File: src/rtl/tdc_meas_ctrl.sv
// tdc_meas_ctrl
// Measurement sequencer for the TDC. It fires a programmed burst of launch
// strobes, one at a time. After each launch it waits for the TDC hit weight
// or for a timeout. It accumulates sum, min, max, the valid-sample count and
// the timeout count, then offers the burst summary on a valid/ready port.
//
// Ports:
//   clk, rst             clock (clk_capture domain), sync active-high reset
//   en                   global enable; low freezes all state
//   start, n_samples     begin a burst of n_samples launches (IDLE only)
//   busy                 high whenever the sequencer is not IDLE
//   tdc_val_in           launch strobe to the TDC, one cycle per sample
//   tdc_hw, tdc_val_out  TDC result stream
//   res_*                burst summary; res_valid/res_ready handshake
module tdc_meas_ctrl #(
  parameter  int N       = 64,
  parameter  int CNT_W   = 8,
  parameter  int TIMEOUT = 255,
  localparam int HW_W    = $clog2(N) + 1,
  localparam int SUM_W   = HW_W + CNT_W
) (
  input  logic             clk,
  input  logic             rst,
  input  logic             en,
  input  logic             start,
  input  logic [CNT_W-1:0] n_samples,
  output logic             busy,
  output logic             tdc_val_in,
  input  logic [HW_W-1:0]  tdc_hw,
  input  logic             tdc_val_out,
  output logic [SUM_W-1:0] res_sum,
  output logic [HW_W-1:0]  res_min,
  output logic [HW_W-1:0]  res_max,
  output logic [CNT_W-1:0] res_cnt,
  output logic [CNT_W-1:0] res_timeouts,
  output logic             res_valid,
  input  logic             res_ready
);

  localparam int TMR_W = (TIMEOUT < 2) ? 1 : $clog2(TIMEOUT + 1);

  typedef enum logic [1:0] {IDLE, LAUNCH, WAIT, DONE} state_t;

  state_t           state;
  logic             launch_q;
  logic [CNT_W-1:0] n_lat;
  logic [CNT_W-1:0] issued;
  logic [CNT_W-1:0] issued_nxt;
  logic [TMR_W-1:0] timer;
  logic             last;

  assign issued_nxt = issued + 1'b1;
  assign last       = (issued_nxt == n_lat);

  // launch_q is the registered LAUNCH flag. It is gated with en so that the
  // strobe drops as soon as the block is frozen. The state stays in LAUNCH
  // while frozen, so the pulse is delivered once en returns.
  assign tdc_val_in = launch_q & en;

  always_ff @(posedge clk) begin
    if (rst) begin
      state        <= IDLE;
      launch_q     <= 1'b0;
      busy         <= 1'b0;
      res_valid    <= 1'b0;
      res_sum      <= '0;
      res_cnt      <= '0;
      res_timeouts <= '0;
      res_max      <= '0;
      res_min      <= HW_W'(N);
      n_lat        <= '0;
      issued       <= '0;
      timer        <= '0;
    end else if (en) begin
      case (state)
        IDLE: begin
          if (start) begin
            n_lat        <= n_samples;
            issued       <= '0;
            res_sum      <= '0;
            res_cnt      <= '0;
            res_timeouts <= '0;
            res_max      <= '0;
            res_min      <= HW_W'(N);
            busy         <= 1'b1;
            // An empty burst goes straight to DONE with the cleared summary.
            if (n_samples != '0) begin
              state    <= LAUNCH;
              launch_q <= 1'b1;
            end else begin
              state     <= DONE;
              res_valid <= 1'b1;
            end
          end
        end

        LAUNCH: begin
          launch_q <= 1'b0;
          timer    <= TMR_W'(TIMEOUT);
          state    <= WAIT;
        end

        WAIT: begin
          // A result beats the timeout, even on the timer==0 cycle.
          if (tdc_val_out || timer == '0) begin
            if (tdc_val_out) begin
              res_sum <= res_sum + SUM_W'(tdc_hw);
              res_cnt <= res_cnt + 1'b1;
              if (tdc_hw < res_min) res_min <= tdc_hw;
              if (tdc_hw > res_max) res_max <= tdc_hw;
            end else begin
              res_timeouts <= res_timeouts + 1'b1;
            end
            issued <= issued_nxt;
            if (last) begin
              state     <= DONE;
              res_valid <= 1'b1;
            end else begin
              state    <= LAUNCH;
              launch_q <= 1'b1;
            end
          end else begin
            timer <= timer - 1'b1;
          end
        end

        DONE: begin
          if (res_ready) begin
            state     <= IDLE;
            res_valid <= 1'b0;
            busy      <= 1'b0;
          end
        end

        default: state <= IDLE;
      endcase
    end
  end

endmodule

File: config.mk
export PLATFORM = sky130hd
export DESIGN_NAME = tdc_meas_ctrl
export DESIGN_NICKNAME = d
export VERILOG_FILES = /design/src/rtl/tdc_meas_ctrl.sv
export SDC_FILE = /design/constraint.sdc
export NUM_CORES = 1
export LEC_CHECK = 0
export CAP_MARGIN = 20
export CORE_ASPECT_RATIO = 0.75
export CORE_MARGIN = 5
export CORE_UTILIZATION = 30
export DETAILED_ROUTE_END_ITERATION = 7
export HOLD_SLACK_MARGIN = 0.1
export PLACE_DENSITY = 0.57
export SLEW_MARGIN = 5
export SYNTH_ARGS = -nofsm -noshare
export SYNTH_HDL_FRONTEND = slang
export SYNTH_SLANG_ARGS = --single-unit
File: constraint.sdc
create_clock -name clk -period 2.7 [get_ports clk]
set_input_delay 0.405 -clock clk [delete_from_list [all_inputs] [get_ports clk]]
set_output_delay 0.405 -clock clk [all_outputs]
set_load 0.01 [all_outputs]
==> impl_metrics.toml <==
[setup_path]
path_delay_family = "simple AND/OR/NAND/NOR gates"
crit_path_max_incr_delay_ns = 0.41
end_kind = "flip-flop"
critPathMaxFanout = 11
worstPathCellList = "ha_1 > nand3b_1 > a221oi_2 > a21oi_1 > nor4_2 > nand2_1 > a211oi_2 > mux2_2"
start_kind = "flip-flop"
arrival_ns = 2.67
crit_required_ns = 2.92
slowest_stage = "ha_1"
worstPathBufferInverterCount = 0
crit_type = "flip-flop to flip-flop"

[global_route]
grt_usage_pct = 12.9
grt_pass1_vias = 3481
busiest_layer = "met2"
use_met2_pct = 19.6
grt_pass1_wl_um = 17300
grt_max_degree = 28
use_met3_pct = 3.80
antenna_found_initial = 0
grt_overflow = 0
met1_usage_pct = 18.1

[cts]
clockBufferDepth = 2
cts_tree = "done"
cts_resized = 0
htree_num_levels = 3
clk_latency_ns = 0.33
clkSinkCount = 74
clk_pin_slew_ns = 0.06
cts-hold-fix-buffers = 0
numCtsBuffers = 9
cts_setup_buffers = 0
root_buffer = "clkbuf_16"

[pwr]
leakage_nw = 1.97
combPwrFrac_pct = 11.2
intPower_mw = 2.01
netSwitchingPower_uw = 630
netSwitchingFraction_pct = 23.9
pwr-share-clk_pct = 45.8
vdd_drop_max_mv = 0.342
pwr_density_cell_nw_per_um2 = 492
seqPwrFrac_pct = 43.0

[routing]
drc_errors = 0
ant_nets = 0
firstDrtPassIters = 4
routed_via_density = 4.72
vias = 3518
initialDrtViolationCount = 133
totalWireLength_um = 10400
wire_per_inst_um = 13.9

[placed_design]
dp_hpwl_um = 8090
gp_congestion = 0.841
io_buffers = 68

[synthesis]
syn_inst = 487
ys_types = 61
ys_seq_area_share_pct = 36.1
syn_area_per_cell_um2 = 8.43
synth_nets = 538
yosys_register_bits = 74
synth_enable_flop_cells = 0
synth-main-ff-cell = "dfxtp_1"
ys_async_sr_fraction_pct = 0
netlist_area_um2 = 4110
ys_warn_count = 0

[cells_and_area]
final_layout_size_suffix_gt1_share_pct = 10.9
nets = 616
multi_input_area_um2 = 2440
register_area_um2 = 1480
fin_util_pct = 39.5
syn2layout_area_growth_pct = 30.5
fillers = 1359
antenna_cells = 0

[die]
fp.dieW_um = 145
io_pins = 69
dieHeight_um = 111
fp.dieArea_um2 = 16100
std_cell_rows = 37
start_util_pct = 30.3
core_um2 = 13600

[timing]
fin_crit_sh_pct = 90.6
tns_ns = 0
slew_headroom_pct = 66.7
setup_viol = 0
fmax_mhz = 409
fin_skew_ns = 0.00926
tightest_slew_ns = 0.499
hold_viol = 0
rsz0062_at_grt = "no"
fin_crit_ns = 2.45
slew_viol_final = 0

[min_path]
hp-class = "flip-flop to flip-flop"

[run]
maxCapViolCount = 0

[outcome]
status = "complete, no violations"
==> per-layer routing <==
| metal | up-vias | share of wire, % |
|---|---|---|
| met5 | - | 0 |
| met4 | 0 | 0.35 |
| met3 | 4 | 4.6 |
| met2 | 71 | 42 |
| met1 | 1614 | 53 |
| li1 | 1829 | - |
==> cell families (layout without fill, tap and decap cells) <==
kind of cell / Yosys count / in the layout / synth area share, %
fa+ha+maj: 30 / 30 / 9.33
buf+inv: 43 / 126 / 4.51
simple gates: 205 / 205 / 25.2
xor+xnor: 47 / 47 / 10.0
compound gates: 83 / 83 / 13.6
flops: 74 / 74 / 36.1
mux: 5 / 5 / 1.31
==> sequential cells by signal (all words and copies together), names as in the netlist <==
name,flops
busy,1
issued,8
launch_q,1
n_lat,8
res_cnt,8
res_max,7
res_min,7
res_sum,15
res_timeouts,8
res_valid,1
state,2
timer,8
==> tightest hold or removal path: cells and delay by family, from the launching register on <==
family	cells	cell delay, ns
flops	1	0.32
simple gates	1	0.06
compound gates	1	0.05
==> final cells by class <==
| class | instances | share of cell area [%] |
|---|---|---|
| clock buffer | 11 | 4.72 |
| clock inverter | 5 | 0.981 |
| inverter | 21 | 1.47 |
| multi-input combinational | 370 | 45.5 |
| sequential | 74 | 27.7 |
| tap | 175 | 4.09 |
| timing repair buffer | 89 | 15.6 |
==> Yosys cell counts, drive strengths merged, types with 7 or more instances <==
library cell | count | area (um2)
xnor2 | 18 | 158
xor2 | 29 | 254
nand3 | 28 | 140
nand2 | 53 | 199
a22oi | 12 | 90.1
clkbuf | 12 | 45.0
buf | 10 | 61.3
inv | 21 | 78.8
or2 | 12 | 75.1
o21ai | 7 | 38.8
ha | 29 | 363
nor3 | 10 | 50.1
dfxtp | 74 | 1480
nand4 | 7 | 43.8
nor2 | 57 | 216
a21oi | 39 | 195
==> through the flow <==
step | cells | power [mW] | area [um2] | setup WS, ns | hold slack [ns]
4_1_cts | 745 | 2.68 | 5360 | 0.251 | 0.469
5_1_grt | 745 | 2.77 | 5360 | 0.0686 | 0.490
3_5_place_dp | 729 | 1.45 | 5050 | 0.0725 | 0.462
3_3_place_gp | 729 | 1.45 | 5050 | 0.103 | 0.463
6_report | 745 | 2.64 | 5360 | 0.255 | 0.469
2_1_floorplan | 487 | 1.33 | 4110 | 0.519 | 0.448
==> worst paths after layout <==
path	to	depth (start not counted)	from	slack [ns]
setup / recovery	res_valid$_SDFFE_PP0P_	8	issued[1]$_SDFFE_PP0P_	0.25
hold / removal	n_lat[3]$_SDFFE_PP0P_	2	n_lat[3]$_SDFFE_PP0P_	0.47
setup reg to reg	res_valid$_SDFFE_PP0P_	8	issued[1]$_SDFFE_PP0P_	0.25
hold reg to reg	n_lat[3]$_SDFFE_PP0P_	2	n_lat[3]$_SDFFE_PP0P_	0.47
==> cells in the final DEF, fill, tap and decap left out, drive strengths merged, types with 21 or more instances in the layout <==
| master | count |
|---|---|
| dfxtp | 74 |
| clkdlybuf4s50 | 67 |
| nor2 | 57 |
| nand2 | 53 |
| a21oi | 39 |
| xor2 | 29 |
| ha | 29 |
| nand3 | 28 |
| buf | 22 |
| inv | 21 |
==> power by group through the flow <==
stage	combinational [mW]	sequential, mW	clock [mW]
3_5_place_dp	0.296	1.16	0
3_3_place_gp	0.292	1.16	0
6_report	0.295	1.13	1.21
4_1_cts	0.298	1.13	1.25
5_1_grt	0.330	1.14	1.30
2_1_floorplan	0.179	1.16	0
Power figures use the tool's default switching activity.
